File: src/rtl/mhart_clint_pkg.sv
`default_nettype none
// +------------------------------------------------------------------+
// | mhart_clint_pkg: register map, decode enum and address decoder   |
// | Rev 1.0                                                          |
// +------------------------------------------------------------------+
package mhart_clint_pkg;

  localparam int MAX_HARTS = 8;
  localparam int HART_W    = 3;

  localparam logic [15:0] MSIP_BASE     = 16'h0000;
  localparam logic [15:0] MTIMECMP_BASE = 16'h4000;
  localparam logic [15:0] MTIME_LO      = 16'hBFF8;
  localparam logic [15:0] MTIME_HI      = 16'hBFFC;

  typedef enum logic [2:0] {
    MSIP    = 3'd0,
    CMP_LO  = 3'd1,
    CMP_HI  = 3'd2,
    TIME_LO = 3'd3,
    TIME_HI = 3'd4,
    BAD     = 3'd5
  } decode_e;

  typedef struct packed {
    decode_e             kind;
    logic [HART_W-1:0]   hart;
  } decode_t;

  // Anything misaligned, unmapped, or naming a hart beyond num_harts decodes to BAD.
  function automatic decode_t decode_addr(input logic [15:0] addr, input int num_harts);
    decode_t d;
    d.kind = BAD;
    d.hart = '0;
    if (addr[1:0] != 2'b00) begin
      d.kind = BAD;
    end else if (addr == MTIME_LO) begin
      d.kind = TIME_LO;
    end else if (addr == MTIME_HI) begin
      d.kind = TIME_HI;
    end else if (addr[15:5] == MSIP_BASE[15:5]) begin
      d.hart = addr[4:2];
      if ({29'd0, addr[4:2]} < num_harts) d.kind = MSIP;
    end else if (addr[15:6] == MTIMECMP_BASE[15:6]) begin
      d.hart = addr[5:3];
      if ({29'd0, addr[5:3]} < num_harts) d.kind = addr[2] ? CMP_HI : CMP_LO;
    end
    return d;
  endfunction

endpackage
`default_nettype wire

File: src/rtl/mtime_counter.sv
`default_nettype none
// +------------------------------------------------------------------+
// | mtime_counter: prescaled 64-bit mtime with per-half write ports  |
// | Rev 1.0                                                          |
// +------------------------------------------------------------------+
module mtime_counter #(
  parameter int TICK_DIV = 1
) (
  input  logic        clk,
  input  logic        n_rst,
  input  logic        wr_lo,
  input  logic        wr_hi,
  input  logic [31:0] wdata,
  output logic [63:0] mtime
);

  localparam int                 c_PRESC_W    = (TICK_DIV > 1) ? $clog2(TICK_DIV) : 1;
  localparam logic [c_PRESC_W-1:0] c_PRESC_LAST = c_PRESC_W'(TICK_DIV - 1);
  localparam logic [c_PRESC_W-1:0] c_PRESC_ONE  = c_PRESC_W'(1);

  logic [c_PRESC_W-1:0] r_presc;
  logic [63:0]          r_mtime;
  logic                 w_wrap;

  assign w_wrap = (r_presc == c_PRESC_LAST);

  // A software write to either half restarts the tick period and wins over the increment.
  always_ff @(posedge clk or negedge n_rst) begin
    if (!n_rst) begin
      r_presc <= '0;
      r_mtime <= '0;
    end else if (wr_lo || wr_hi) begin
      r_presc <= '0;
      if (wr_lo) r_mtime[31:0]  <= wdata;
      if (wr_hi) r_mtime[63:32] <= wdata;
    end else begin
      r_presc <= w_wrap ? '0 : r_presc + c_PRESC_ONE;
      if (w_wrap) r_mtime <= r_mtime + 64'd1;
    end
  end

  assign mtime = r_mtime;

endmodule
`default_nettype wire

File: src/rtl/mhart_clint.sv
`default_nettype none
// +------------------------------------------------------------------+
// | mhart_clint: multi-hart core-local interruptor (msip/mtimecmp)   |
// | Rev 1.0                                                          |
// +------------------------------------------------------------------+
module mhart_clint
  import mhart_clint_pkg::*;
#(
  parameter int NUM_HARTS = 2,
  parameter int TICK_DIV  = 1
) (
  input  logic                 clk,
  input  logic                 n_rst,
  input  logic                 req,
  input  logic                 wen,
  input  logic [15:0]          addr,
  input  logic [31:0]          wdata,
  output logic                 ack,
  output logic                 err,
  output logic [31:0]          rdata,
  output logic [NUM_HARTS-1:0] timer_int,
  output logic [NUM_HARTS-1:0] soft_int
);

  logic                 r_ack;
  logic                 r_err;
  logic                 r_armed;
  logic [31:0]          r_rdata;
  logic [31:0]          w_rd;
  logic [63:0]          w_mtime;
  logic [63:0]          w_cmp [NUM_HARTS];
  logic [NUM_HARTS-1:0] w_msip;
  logic [NUM_HARTS-1:0] w_tint;
  decode_t              w_dec;
  logic                 w_accept;
  logic                 w_wr;

  assign w_dec    = decode_addr(addr, NUM_HARTS);
  // r_armed stays low until req is seen low, so a request held across reset is never served.
  assign w_accept = req & ~r_ack & r_armed;
  assign w_wr     = w_accept & wen & (w_dec.kind != BAD);

  mtime_counter #(
    .TICK_DIV (TICK_DIV)
  ) u_mtime (
    .clk   (clk),
    .n_rst (n_rst),
    .wr_lo (w_wr && (w_dec.kind == TIME_LO)),
    .wr_hi (w_wr && (w_dec.kind == TIME_HI)),
    .wdata (wdata),
    .mtime (w_mtime)
  );

  always_comb begin
    w_rd = '0;
    for (int h = 0; h < NUM_HARTS; h++) begin
      if (w_dec.hart == HART_W'(h)) begin
        case (w_dec.kind)
          MSIP:    w_rd = {31'd0, w_msip[h]};
          CMP_LO:  w_rd = w_cmp[h][31:0];
          CMP_HI:  w_rd = w_cmp[h][63:32];
          default: ;
        endcase
      end
    end
    if (w_dec.kind == TIME_LO) w_rd = w_mtime[31:0];
    if (w_dec.kind == TIME_HI) w_rd = w_mtime[63:32];
  end

  always_ff @(posedge clk or negedge n_rst) begin
    if (!n_rst) begin
      r_ack   <= 1'b0;
      r_err   <= 1'b0;
      r_rdata <= '0;
      r_armed <= 1'b0;
    end else begin
      r_ack   <= w_accept;
      r_err   <= w_accept & (w_dec.kind == BAD);
      r_rdata <= (w_accept && !wen) ? w_rd : 32'd0;
      r_armed <= r_armed | ~req;
    end
  end

  for (genvar h = 0; h < NUM_HARTS; h++) begin : g_hart
    logic        r_msip;
    logic        r_tint;
    logic [63:0] r_cmp;
    logic        w_sel;

    assign w_sel = w_wr && (w_dec.hart == HART_W'(h));

    always_ff @(posedge clk or negedge n_rst) begin
      if (!n_rst) begin
        r_msip <= 1'b0;
        r_cmp  <= '1;
        r_tint <= 1'b0;
      end else begin
        if (w_sel && (w_dec.kind == MSIP))   r_msip        <= wdata[0];
        if (w_sel && (w_dec.kind == CMP_LO)) r_cmp[31:0]   <= wdata;
        if (w_sel && (w_dec.kind == CMP_HI)) r_cmp[63:32]  <= wdata;
        r_tint <= (w_mtime >= r_cmp);
      end
    end

    assign w_msip[h] = r_msip;
    assign w_tint[h] = r_tint;
    assign w_cmp[h]  = r_cmp;
  end

  assign ack       = r_ack;
  assign err       = r_err;
  assign rdata     = r_rdata;
  assign timer_int = w_tint;
  assign soft_int  = w_msip;

endmodule
`default_nettype wire

File: config.mk
export PLATFORM = sky130hd
export DESIGN_NAME = mhart_clint
export DESIGN_NICKNAME = d
export VERILOG_FILES = /design/src/rtl/mhart_clint_pkg.sv /design/src/rtl/mtime_counter.sv /design/src/rtl/mhart_clint.sv
export SDC_FILE = /design/constraint.sdc
export NUM_CORES = 1
export LEC_CHECK = 0
export ABC_AREA = 1
export BUFFER_PORTS_ARGS = -buffer_cell sky130_fd_sc_hd__buf_2
export CAP_MARGIN = 0
export CORE_MARGIN = 2
export CORE_UTILIZATION = 40
export DETAILED_ROUTE_END_ITERATION = 7
export PLACE_DENSITY_LB_ADDON = 0.05
export SLEW_MARGIN = 10
export SYNTH_ARGS = -nofsm -noshare
export SYNTH_HDL_FRONTEND = slang
export SYNTH_SLANG_ARGS = --single-unit
File: constraint.sdc
create_clock -name clk -period 3.3 [get_ports clk]
set_input_delay 0.33 -clock clk [delete_from_list [all_inputs] [get_ports clk]]
set_output_delay 0.33 -clock clk [all_outputs]
set_load 0.01 [all_outputs]
# [Word-level counts from Yosys, hierarchy flattened]
# Cells that the tools add are included.
[word_totals] register_bits=232 input_bits=52 out_inout_bits=38 word_cells=85
[op_classes] add_sub_neg=2 order_cmp=4 n_eq_ne=13 muxes=24 bitwise_logic=8 n_reduce_logical=19
[op_table] op="2-to-1 mux 32 bit" count=7
[op_table] op="case mux 32 bit (3 select lines)" count=2
[op_table] op=">= comparator 64 bit" count=2
[op_table] op="2-to-1 mux 64 bit" count=2
[op_table] op="adder 64 x 1 -> 64 bit (second input constant)" count=1
[op_table] op="equality test 16 bit (second input constant)" count=2
[op_table] op="2-to-1 mux 3 bit" count=8
[op_table] op="2-to-1 mux 6 bit" count=2
[op_table] op="logical AND 1 bit" count=11
[op_table] op="logical NOT 11 bit" count=1
[op_table] op="equality test 10 x 9 -> 1 bit (second input constant)" count=1
[op_table] op="equality test 3 x 1 -> 1 bit (second input constant)" count=2
[op_table] op="equality test 3 x 2 -> 1 bit (second input constant)" count=2
[op_table] op="equality test 3 bit (second input constant)" count=2
[op_table] op="logical NOT 3 bit" count=2
[op_table] op="less-than comparator 3 x 2 -> 1 bit (second input constant)" count=2
[op_table] op="AND 1 bit" count=5
[op_table] op="!= test 2 x 1 -> 1 bit (second input constant)" count=2
[op_table] op="AND reduction 2 bit" count=2
[op_table] op="!= test 3 bit (second input constant)" count=1
[op_table] op="2-to-1 mux 1 bit" count=2
[op_table] op="2-to-1 mux 2 bit" count=1
[op_table] op="!= test 2 bit (second input constant)" count=1
[op_table] op="inverter 1 bit" count=2
[op_table] op="5 further kinds" count=5

# [Depth between registers and ports, before layout]
# Gate-level depths: netlist (run 1).
[depth] word_depth=15 ltp_mapped=18 ltp_nobuf=16

# [Cells and area by module]
# From an unflattened synthesis (run 1), not the netlist that was laid out.
[unflattened] hier_cells=2385 hier_area_um2=16788.6
[by_module_without_submodules] module="mhart_clint" n_inst=1 cells_per_inst=1564 area_per_inst_um2=11681.2 seq_area_each_um2=4339.2
[by_module_without_submodules] module="mtime_counter" n_inst=1 cells_per_inst=821 area_per_inst_um2=5107.4 seq_area_each_um2=1601.5

# [Worst setup path after synthesis (run 1)]
# No wires, ideal clock.
[synth_timing] path_type="reg2reg" from="reg u_mtime.r_mtime[1], in the netlist u_mtime.mtime[1]" to="reg u_mtime.r_mtime[58], in the netlist u_mtime.mtime[58]" setup_ps=117 t_arrival_ps=1960 required_ps=3183 path_slack_ps=1224 stages_incl_launch_ff=16 path_buffers=0 period_less_slack_ps=2076 cell_sequence="dfrtp_1 > ha_1 > nand2_1 > nor2_2 > nand2_1 > nor2_2 > nand3_1 > nor2_1 > nand2_1 > nor2_1 > nand2_1 > xor2_1 > nand2_1 > nand2_1 > nand2_1 > nand2_1"
[synth_via] elab_chain_len=3
[synth_rtl] item="start, declared" line="mtime_counter.sv:22" text="logic [63:0] r_mtime;"
[synth_rtl] item="start signal, assigned" line="mtime_counter.sv:34" text="if (wr_lo) r_mtime[31:0] <= wdata;"
[synth_rtl] item="start signal, assigned" line="mtime_counter.sv:38" text="if (w_wrap) r_mtime <= r_mtime + 64'd1;"
[synth_rtl] item="adder 64 x 1 -> 64 bit" line="mtime_counter.sv:38"
[synth_rtl] item="2-to-1 mux 64 bit" line="mtime_counter.sv:38"
[synth_rtl] item="2-to-1 mux 64 bit" line="mtime_counter.sv:32" text="end else if (wr_lo || wr_hi) begin"
# Every way passes these cells. The select of a mux whose other input is x is not followed.
# A chain may end at the register's enable or synchronous reset.

# [Worst setup path after layout (run 1)]
[layout_timing] from="in req" to="reg u_mtime.r_mtime[21], in the netlist u_mtime.mtime[21]"
[layout_via] elab_chain_len=8 elab_cells_between_ends=11 cone_classes="2 x eq/ne; 1 x mux; 4 x bitwise; 4 x reduce/logical"
[layout_rtl] item="start, declared" line="mhart_clint.sv:14" text="input logic req,"
[layout_rtl] item="AND 1 bit (*) (2 in series)" line="mhart_clint.sv:40" text="assign w_accept = req & ~r_ack & r_armed;"
[layout_rtl] item="net w_accept" line="mhart_clint.sv:35" text="logic w_accept;"
[layout_rtl] item="AND 1 bit (*) (2 in series)" line="mhart_clint.sv:41" text="assign w_wr = w_accept & wen & (w_dec.kind != BAD);"
[layout_rtl] item="logical AND 1 bit, on equally long branches" line="mhart_clint.sv:48, mhart_clint.sv:49"
[layout_rtl] item="logical OR 1 bit" line="mtime_counter.sv:32"
[layout_rtl] item="!= test 2 x 1 -> 1 bit (no line) or != test 2 bit (tied branches)"
[layout_rtl] item="AND reduction 2 bit (no line)"
# Mark *: on every way through the listed nets, which the timed path passes. The rest lies on a longest branch.

==> results of run 1 <==
worst max path at each step:
| stage | startpoint | endpoint | slack [ns] | cells after the start |
|---|---|---|---|---|
| floorplan | u_mtime.mtime[1] | u_mtime.mtime[58] | 1.22 | 15 |
| global placement | addr[8] | u_mtime.mtime[46] | 0.51 | 14 |
| detailed placement | addr[12] | u_mtime.mtime[21] | 0.53 | 14 |
| CTS | u_mtime.mtime[30] | u_mtime.mtime[35] | 0.61 | 11 |
| global route | req | u_mtime.mtime[17] | 0.28 | 11 |
| finish | req | u_mtime.mtime[21] | 0.55 | 11 |
stage by stage:
stage                     cell area (um2)  power [uW]  hold slack [ns]
after global routing                18500        6670           0.0307
after CTS                           18500        6530          0.00400
after floorplan                     16400        2930           0.0344
after global placement              17500        3070            0.372
final                               18500        6450           0.0304
after detailed placement            17500        3070            0.360
cells in the final DEF (no fill, tap or decap), types with 4 or more instances in the layout:
master                      instances
sky130_fd_sc_hd__nand2_2            7
sky130_fd_sc_hd__nand2_1          819
sky130_fd_sc_hd__inv_1            278
sky130_fd_sc_hd__inv_2              5
sky130_fd_sc_hd__o211ai_1           4
sky130_fd_sc_hd__nand4_1           79
sky130_fd_sc_hd__buf_2             88
sky130_fd_sc_hd__clkbuf_16         31
sky130_fd_sc_hd__o221ai_1           5
sky130_fd_sc_hd__o22ai_1           24
sky130_fd_sc_hd__bufinv_16          4
sky130_fd_sc_hd__dfstp_2          128
sky130_fd_sc_hd__nor2_1           113
sky130_fd_sc_hd__a21o_1             5
sky130_fd_sc_hd__xnor2_1            8
sky130_fd_sc_hd__xor2_1            50
sky130_fd_sc_hd__o21a_1             5
sky130_fd_sc_hd__ha_1             129
sky130_fd_sc_hd__a21oi_1          113
sky130_fd_sc_hd__clkbuf_1           8
sky130_fd_sc_hd__and3_1             5
sky130_fd_sc_hd__buf_12             4
sky130_fd_sc_hd__buf_4             45
sky130_fd_sc_hd__clkinv_2           6
sky130_fd_sc_hd__nor3_1            44
sky130_fd_sc_hd__dfrtp_1          103
sky130_fd_sc_hd__nand3_1           69
sky130_fd_sc_hd__nor4_1            12
sky130_fd_sc_hd__o21ai_1           13
sky130_fd_sc_hd__o21ai_0          177
worst max-delay path, cell delays in order:
cell and delay (ns):
sky130_fd_sc_hd__dlygate4sd3_1 0.53, sky130_fd_sc_hd__buf_2 0.12, sky130_fd_sc_hd__inv_1 0.04, sky130_fd_sc_hd__nor3_1 0.20, sky130_fd_sc_hd__inv_1 0.10, sky130_fd_sc_hd__nor2_1 0.18, sky130_fd_sc_hd__nand2_4 0.12, sky130_fd_sc_hd__nor2_4 0.20
sky130_fd_sc_hd__clkinv_1 0.96, sky130_fd_sc_hd__nand2_1 0.32, sky130_fd_sc_hd__nand2_1 0.08
report_power, final:
part	internal, uW	switching (uW)	total (uW)
logic	44.2	135	179
registers	2840	0.733	2840
clock network	2100	1330	3420
total	4980	1460	6450
final cells by class:
cell class | count | area [um2]
Fill cell | 4280 | 22100
Timing Repair Buffer | 140 | 893
Tap cell | 532 | 666
Multi-Input combinational cell | 1710 | 8920
Clock buffer | 42 | 847
Sequential cell | 231 | 5940
Inverter | 284 | 1070
Clock inverter | 14 | 183
registers in the layout, indices dropped and copies added, names as in the netlist:
| register | cells |
|---|---|
| ack | 1 |
| r_armed | 1 |
| g_hart.r_tint | 2 |
| rdata | 32 |
| err | 1 |
| u_mtime.mtime | 64 |
| g_hart.r_msip | 2 |
| g_hart.r_cmp | 128 |
timing repair:
item	CTS	global route
resized for setup	0	0
setup endpoints to repair	0	0
buffers inserted	0	0
hold buffers	2	0
hold endpoints to repair	43	0
cell families (layout without fill, tap and decap cells):
| kind of cell | count (synthesis) | count (layout) | synth area share, % |
|---|---|---|---|
| buffers and inverters | 378 | 480 | 9.39 |
| xor gates and xnor gates | 58 | 58 | 3.10 |
| adders and majority gates | 129 | 129 | 9.85 |
| DFF | 231 | 231 | 36.3 |
| and+or+nand+nor | 1167 | 1167 | 29.9 |
| AOI/OAI and AO/OA | 356 | 356 | 11.5 |
cell usage after synthesis, types with 2 or more instances:
library cell / count / area share (%)
sky130_fd_sc_hd__or2_2: 3 / 0.11
sky130_fd_sc_hd__buf_4: 7 / 0.32
sky130_fd_sc_hd__dfstp_2: 128 / 21
sky130_fd_sc_hd__ha_1: 129 / 9.9
sky130_fd_sc_hd__nor2_8: 2 / 0.24
sky130_fd_sc_hd__nand2_1: 819 / 19
sky130_fd_sc_hd__inv_2: 4 / 0.092
sky130_fd_sc_hd__o211ai_1: 4 / 0.18
sky130_fd_sc_hd__nor3_1: 44 / 1.3
sky130_fd_sc_hd__o22ai_1: 24 / 0.92
sky130_fd_sc_hd__a21o_1: 5 / 0.23
sky130_fd_sc_hd__clkbuf_1: 44 / 1.0
sky130_fd_sc_hd__xor2_1: 50 / 2.7
sky130_fd_sc_hd__nor2_4: 2 / 0.14
sky130_fd_sc_hd__o21a_1: 5 / 0.23
sky130_fd_sc_hd__o31ai_1: 2 / 0.092
sky130_fd_sc_hd__buf_6: 7 / 0.48
sky130_fd_sc_hd__dfrtp_1: 103 / 16
sky130_fd_sc_hd__nand3_1: 69 / 2.1
sky130_fd_sc_hd__o21ai_0: 177 / 5.4
sky130_fd_sc_hd__nand4_1: 79 / 3.0
sky130_fd_sc_hd__o2111ai_1: 2 / 0.11
sky130_fd_sc_hd__nor2_1: 113 / 2.6
sky130_fd_sc_hd__nor4_1: 12 / 0.46
sky130_fd_sc_hd__nor4b_1: 2 / 0.11
sky130_fd_sc_hd__o221ai_1: 5 / 0.27
sky130_fd_sc_hd__inv_1: 280 / 6.4
sky130_fd_sc_hd__a21oi_1: 114 / 3.5
sky130_fd_sc_hd__and3_1: 5 / 0.19
sky130_fd_sc_hd__nor2_2: 4 / 0.15
sky130_fd_sc_hd__xnor2_1: 8 / 0.43
sky130_fd_sc_hd__buf_1: 4 / 0.092
sky130_fd_sc_hd__o21ai_1: 14 / 0.43
sky130_fd_sc_hd__o21bai_1: 2 / 0.092
sky130_fd_sc_hd__buf_2: 31 / 0.95
sky130_fd_sc_hd__nand2_2: 7 / 0.27
metal layers:
layer	GRT usage, %	share of wire, %	up-vias
met5	0	0	-
met2	46.1	46	362
li1	-	-	7667
met1	39.2	46	7426
met4	7.02	2.6	0
met3	2.66	4.6	75
==> impl_summary.md, run 1 <==
Timing
The minimum clock period after layout is 2.75 ns. The number of max-slew violations in the final report is 0. The achievable clock frequency is 364 MHz. The final number of hold-violating endpoints is 0.

The final sum of negative setup slack is 0 ns. Once routing completed, OpenROAD measured the worst setup slack at 0.554 ns. Setup repair after global routing left no endpoint under its margin. Headroom to the max-slew limit came out at 20.6%. The measured slew at the worst slew-check pin is 1.18 ns. The post-route fraction of the period consumed by the critical path is 83.2%. Setup violations remaining at the end of the flow were counted as 0. Between clock sinks in the finished design, the worst skew comes to 0.0144 ns.

Logic synthesis
The average cell area after synthesis is 7.06 um2. After synthesis, flip-flops and latches occupy 36.3% of the total area. The count of flip-flops with a built-in enable after synthesis is 0. The most used flip-flop cell after synthesis is sky130_fd_sc_hd__dfstp_2. The cell area after technology mapping is 0.0164 mm2. Counting flops with an async set or reset pin after synthesis yields a share of 100%.

The synthesized netlist cell count is 2319. The count of warnings emitted by yosys is 0. Synthesis produced a netlist with a net count of 2500. The total of flip-flops plus latches after synthesis is 231. After synthesis, the netlist uses 45 different library cells.

Power
The power density over the cells is 348 mW/mm2. Across the VDD grid, the largest voltage drop is 365 uV. For this design the static power due to leakage is 0.00891 uW.

Route
For this block, the via count after detailed routing is 15530. The routed length per placed instance is 19.9 um. Dividing the detail-routed via count by the number of cells gives 5.26. The remaining antenna violation count is 0. For this block, the routed nets add up to 58.7 mm of wire. The violation count after the first detailed-routing iteration is 1084. For this run, design rule violations remaining after detail routing come to 0. The number of detailed-route iterations in the first pass is 5.

Min path
The path class of the lowest-slack min-delay path is input pin to flop. The worst hold endpoint is g_hart[1].r_cmp[47]. The launch point of the worst hold path is wdata[15]. The worst hold path was traced through 3 stages.

Layout
At the end of the flow, the number of nets in the layout was 2578. The finished layout holds 2953 standard cells, fillers aside. The area growth from synthesis to final layout is 13.0%. The ratio of cells with drive above 1 in the final layout is 14.2%. The final core area utilization is 45.6%.

The number of antenna diodes is 0.

Floorplan
The floorplan step defined a core boundary enclosing 0.0406 mm2. From left edge to right edge, the die measures 206 um. The floorplan step defined a die boundary enclosing 0.0426 mm2. The starting utilization of the core area is 40.3%.

In this run the vertical extent of the chip is 206 um. The number of rows created at floorplan is 74. The top-level I/O count is 90.

Worst setup path
STA puts the critical path data required time at 3.76 ns. The startpoint identified for the worst register-to-register timing path is u_mtime.mtime[30]. The data arrival time at the worst-slack endpoint is 3.20 ns. In this run the critical register-to-register path is captured at u_mtime.mtime[35].

The worst-path maximum fanout is 32. The worst-case register-to-register setup slack is 0.58 ns. The worst setup path is captured at a flop. The worst setup path is of the input pin to flop kind. The worst-case reg-to-reg path depth is 11. The startpoint type of the worst setup path is an input pin.

Status
The flow ran to the end, and the final reports show no timing, DRC or antenna violations.

Run
The number of maximum-capacitance violations is 0.

GRT
In the global route stage, overall resource usage came out at 27.9%. The wire length of the first global-routing pass is 91.2 mm. Entering global routing, the biggest net connects 75 pins. The number of antenna violations at the first check in global routing is 0. The via count of the first global-routing pass is 15044. After global routing the overflow that remains totals 0.

Clocking
The root buffer cell chosen for the clock tree is sky130_fd_sc_hd__clkbuf_16. Clock latency on the worst-skew pair, taken at its later pin, is 0.58 ns. The clock-pin slew reported for the worst setup and hold paths after clock tree synthesis is 0.06 ns. The CTS tree is built.

No sink is reached through more buffers than the 3 on the longest clock path. Clock tree synthesis found a total of 231 sinks. The number of H-tree levels is 1. The total clock buffers created by CTS is 30.

Placement
The weighted congestion at the end of routability-driven global placement is 1.03. The cell total after placement is 2895. The number of buffer cells added on primary ports is 89.

The estimated wirelength of the detail-placed design is 44.8 mm. The pre-CTS setup slack is 0.528 ns.
No activity file was read; power rests on OpenSTA's default activity.
==> inputs of run 2 (changes only) <==
clock period = 2.8 ns   (was 3.3 ns; I/O delays follow)
==> run 2 against run 1 <==
- clock skew rose by 0.018 ns
- cell area rose by 3.8%
- combinational power rose by 31%
- sequential share of layout area fell by 1.2 points
- largest cell class unchanged
- first-iteration DRC count fell by 1.5%
- total power rose by 20%
==> impl_summary.md, run 2 (same netlist as run 1, synthesis figures left out) <==
GRT
The sum of overflow across all layers after global routing is 0. The global routing stage identified its most utilized layer as met2. The routing usage on met3 is 3.22%. The via count of the first global-routing pass was 15557. Entering global routing, the biggest net connects 85 pins. The met2 track demand over resource in global routing is 45.9%. The wire length of the first global-routing pass is 91.7 mm. The number of antenna violations at the first check in global routing was 0. For met1 alone, demand over resource in global routing was 39.1%.

Global routing consumed, over all layers together, 28.4% of the routing resources.

Floorplan
The top-level I/O count is 90. Measured along the x axis, the die boundary spans 206 um. The initial utilization of the core area, before any placement, comes to 40.3%. The die covers 0.0426 mm2. The height of the chip is 206 um. The floorplan step defined a core boundary enclosing 0.0406 mm2.

The initialized floorplan defines 74 standard-cell rows.

Layout
The library cell used most frequently in the layout, excluding fill and tap cells, is sky130_fd_sc_hd__nand2_1. The ratio of cells with drive above 1 in the final layout is 15.8%. The number of antenna diodes is 0. In the final design database the tool counted 2643 nets.

The register with the most flip-flops in the layout has 128 of them. The largest register by flop count is g_hart.r_cmp. Fill cells in the final layout number 4219. From synthesis to final layout, the design area changed by 17.3%. In the layout the commonest cells are sky130_fd_sc_hd__nand2_1 (819), sky130_fd_sc_hd__inv_1 (280), sky130_fd_sc_hd__o21ai_0 (177).

Clocking
After clock tree synthesis, the clock-pin slew on the worst setup and hold paths is 0.06 ns. The setup fix buffers added after clock tree synthesis is 0. The CTS tree is built. The maximum root-to-sink buffer count is 3. Counting the buffers created by CTS gives 30.

The tree built by TritonCTS fans out to 231 sinks. In this run the number of H-tree levels came out at 1. The clock root buffer is sky130_fd_sc_hd__clkbuf_16. Clock latency on the worst-skew pair, taken at its later pin, is 0.60 ns.

Worst setup path
The critical path start-end classification is flop to flop. The worst setup path is launched from a flop. The worst-case reg-to-reg path depth is 12. The largest individual stage delay along the critical path comes from the cell sky130_fd_sc_hd__dfstp_2. The worst register-to-register path begins at g_hart[0].r_cmp[63]. The number of buffer and inverter stages on the critical path is 4. The signal on the critical path passes through inv_1 > ha_1 > nand2_1 > inv_1 > nand3_1 > nor3_1 > buf_4 > nor4b_1 > buf_4 > and3_1 > nand4_1 > nand3_1. At the worst endpoint, the required time is 3.33 ns. The longest individual stage delay on the worst path is 0.55 ns. The data arrival time at the worst-slack endpoint is 3.16 ns. The setup check on the worst reg-to-reg path leaves a slack of 0.18 ns. The endpoint of the worst register-to-register path is g_hart[0].r_tint. The cell type group with the largest total delay on the critical path is simple AND/OR/NAND/NOR gates. The worst setup path is captured at a flop.

The worst-path maximum fanout is 3.

Timing
The final number of hold-violating endpoints was 0. For the final database, setup skew stands at 0.0322 ns. The measured slew at the worst slew-check pin is 0.725 ns. The total setup violations reported at the end of the flow is 0.

The relative slew slack is 51.7%. Setup repair after global routing left no endpoint under its margin. In the final timing run, aggregate negative setup slack is 0 ns. The worst hold slack is 0.0229 ns.

Derived from the worst setup path, the maximum achievable clock frequency is 381 MHz. The minimum clock period after layout is 2.62 ns. The number of max-slew violations in the final report was 0. The post-route fraction of the period consumed by the critical path is 93.7%.

Power
Summed over all cells, the static leakage comes to 0.00931 uW. The worst voltage drop across the vdd grid is 379 uV. Power spread over the standard cell area amounts to 401 mW/mm2.

Route
The total number of vias is 15829. The DRC violations left is 0. The count of nets left with antenna violations once routing finished came out at 0.

The routed length per placed instance is 19.7 um. Using the TritonRoute via totals, the vias-per-cell ratio works out to 5.24. The pre-antenna-repair detailed-routing pass consisted of 5 iterations. The routed design has 59.5 mm of wire.

The detailed router finished its first iteration with 1068 violations.

Placement
At the end of routability-driven placement, the weighted congestion stood at 0.992. The number of buffer cells added on primary ports is 89. The estimated wirelength of the detail-placed design is 45.8 mm.

Min path
Counting instances, the worst hold path has a depth of 3. The path class of the tightest hold or removal check is input pin to flop. The worst hold endpoint is g_hart[0].r_cmp[41].

In this run the most critical hold path is launched from wdata[9].

Status
The run finished with clean final reports.

Run
Max-cap violations in this run came to 0.
==> run 2: cell count changes in the layout (fill, tap and decap cells not counted), moves of 2 or more <==
cell                            before  now
sky130_fd_sc_hd__buf_12              4   15
sky130_fd_sc_hd__clkbuf_8            3    8
sky130_fd_sc_hd__bufinv_16           4    2
sky130_fd_sc_hd__clkbuf_1            8    4
sky130_fd_sc_hd__buf_4              45   81
sky130_fd_sc_hd__inv_1             278  280
sky130_fd_sc_hd__clkbuf_16          31   33
sky130_fd_sc_hd__dlygate4sd3_1       2   20
==> run 2: worst max path at each step <==
stage / startpoint / to / slack, ns / cells past startpoint
6_report: g_hart[0].r_cmp[63] / g_hart[0].r_tint / 0.18 / 12
5_1_grt: g_hart[1].r_cmp[63] / g_hart[1].r_tint / 0.002 / 12
4_1_cts: g_hart[0].r_cmp[63] / g_hart[0].r_tint / 0.20 / 12
3_5_place_dp: g_hart[0].r_cmp[63] / g_hart[0].r_tint / 0.22 / 12
3_3_place_gp: g_hart[0].r_cmp[63] / g_hart[0].r_tint / 0.21 / 12
2_1_floorplan: u_mtime.mtime[1] / u_mtime.mtime[58] / 0.72 / 15
==> run 2: where the power goes <==
| part | switching (uW) | internal [uW] | total [uW] |
|---|---|---|---|
| clock network | 1610 | 2510 | 4120 |
| logic | 163 | 72.1 | 235 |
| registers | 0.703 | 3350 | 3350 |
| total | 1770 | 5940 | 7710 |
==> run 2: final cells by class <==
cell class | instances | area [um2] | share of cell area (%)
clock inverter | 11 | 110 | 0.573
clock buffer | 45 | 951 | 4.95
sequential | 231 | 5940 | 30.9
timing repair buffer | 205 | 1560 | 8.14
tap | 532 | 666 | 3.46
inverter | 284 | 1070 | 5.55
multi-input combinational | 1710 | 8920 | 46.4
==> run 2: worst min-delay path: stages <==
cell and delay [ns]:
sky130_fd_sc_hd__buf_2 0.12, sky130_fd_sc_hd__inv_1 0.10, sky130_fd_sc_hd__o21ai_1 0.08
==> run 2: through the flow <==
step                      util [%]  total power, uW  setup slack, ns  std cells  cell area (um2)
after CTS                     47.3             7790            0.196       3018            19200
after detailed placement      44.2             3620            0.215       2942            18000
after floorplan                  -             3450            0.724       2319            16400
final                         47.3             7710            0.177       3018            19200
after global placement        44.2             3620            0.205       2942            18000
after global routing          47.3             7940          0.00198       3018            19200
==> run 2: layer usage <==
metal / vias to the layer above / part of all wire, %
met1: 7490 / 46
met3: 112 / 4.6
li1: 7793 / -
met4: 0 / 4.1
met2: 434 / 45
met5: - / 0
==> run 2: repair_timing <==
item / CTS / global route
hold buffers: 20 / 0
gates resized for setup: 0 / 0
hold endpoints to repair: 92 / 0
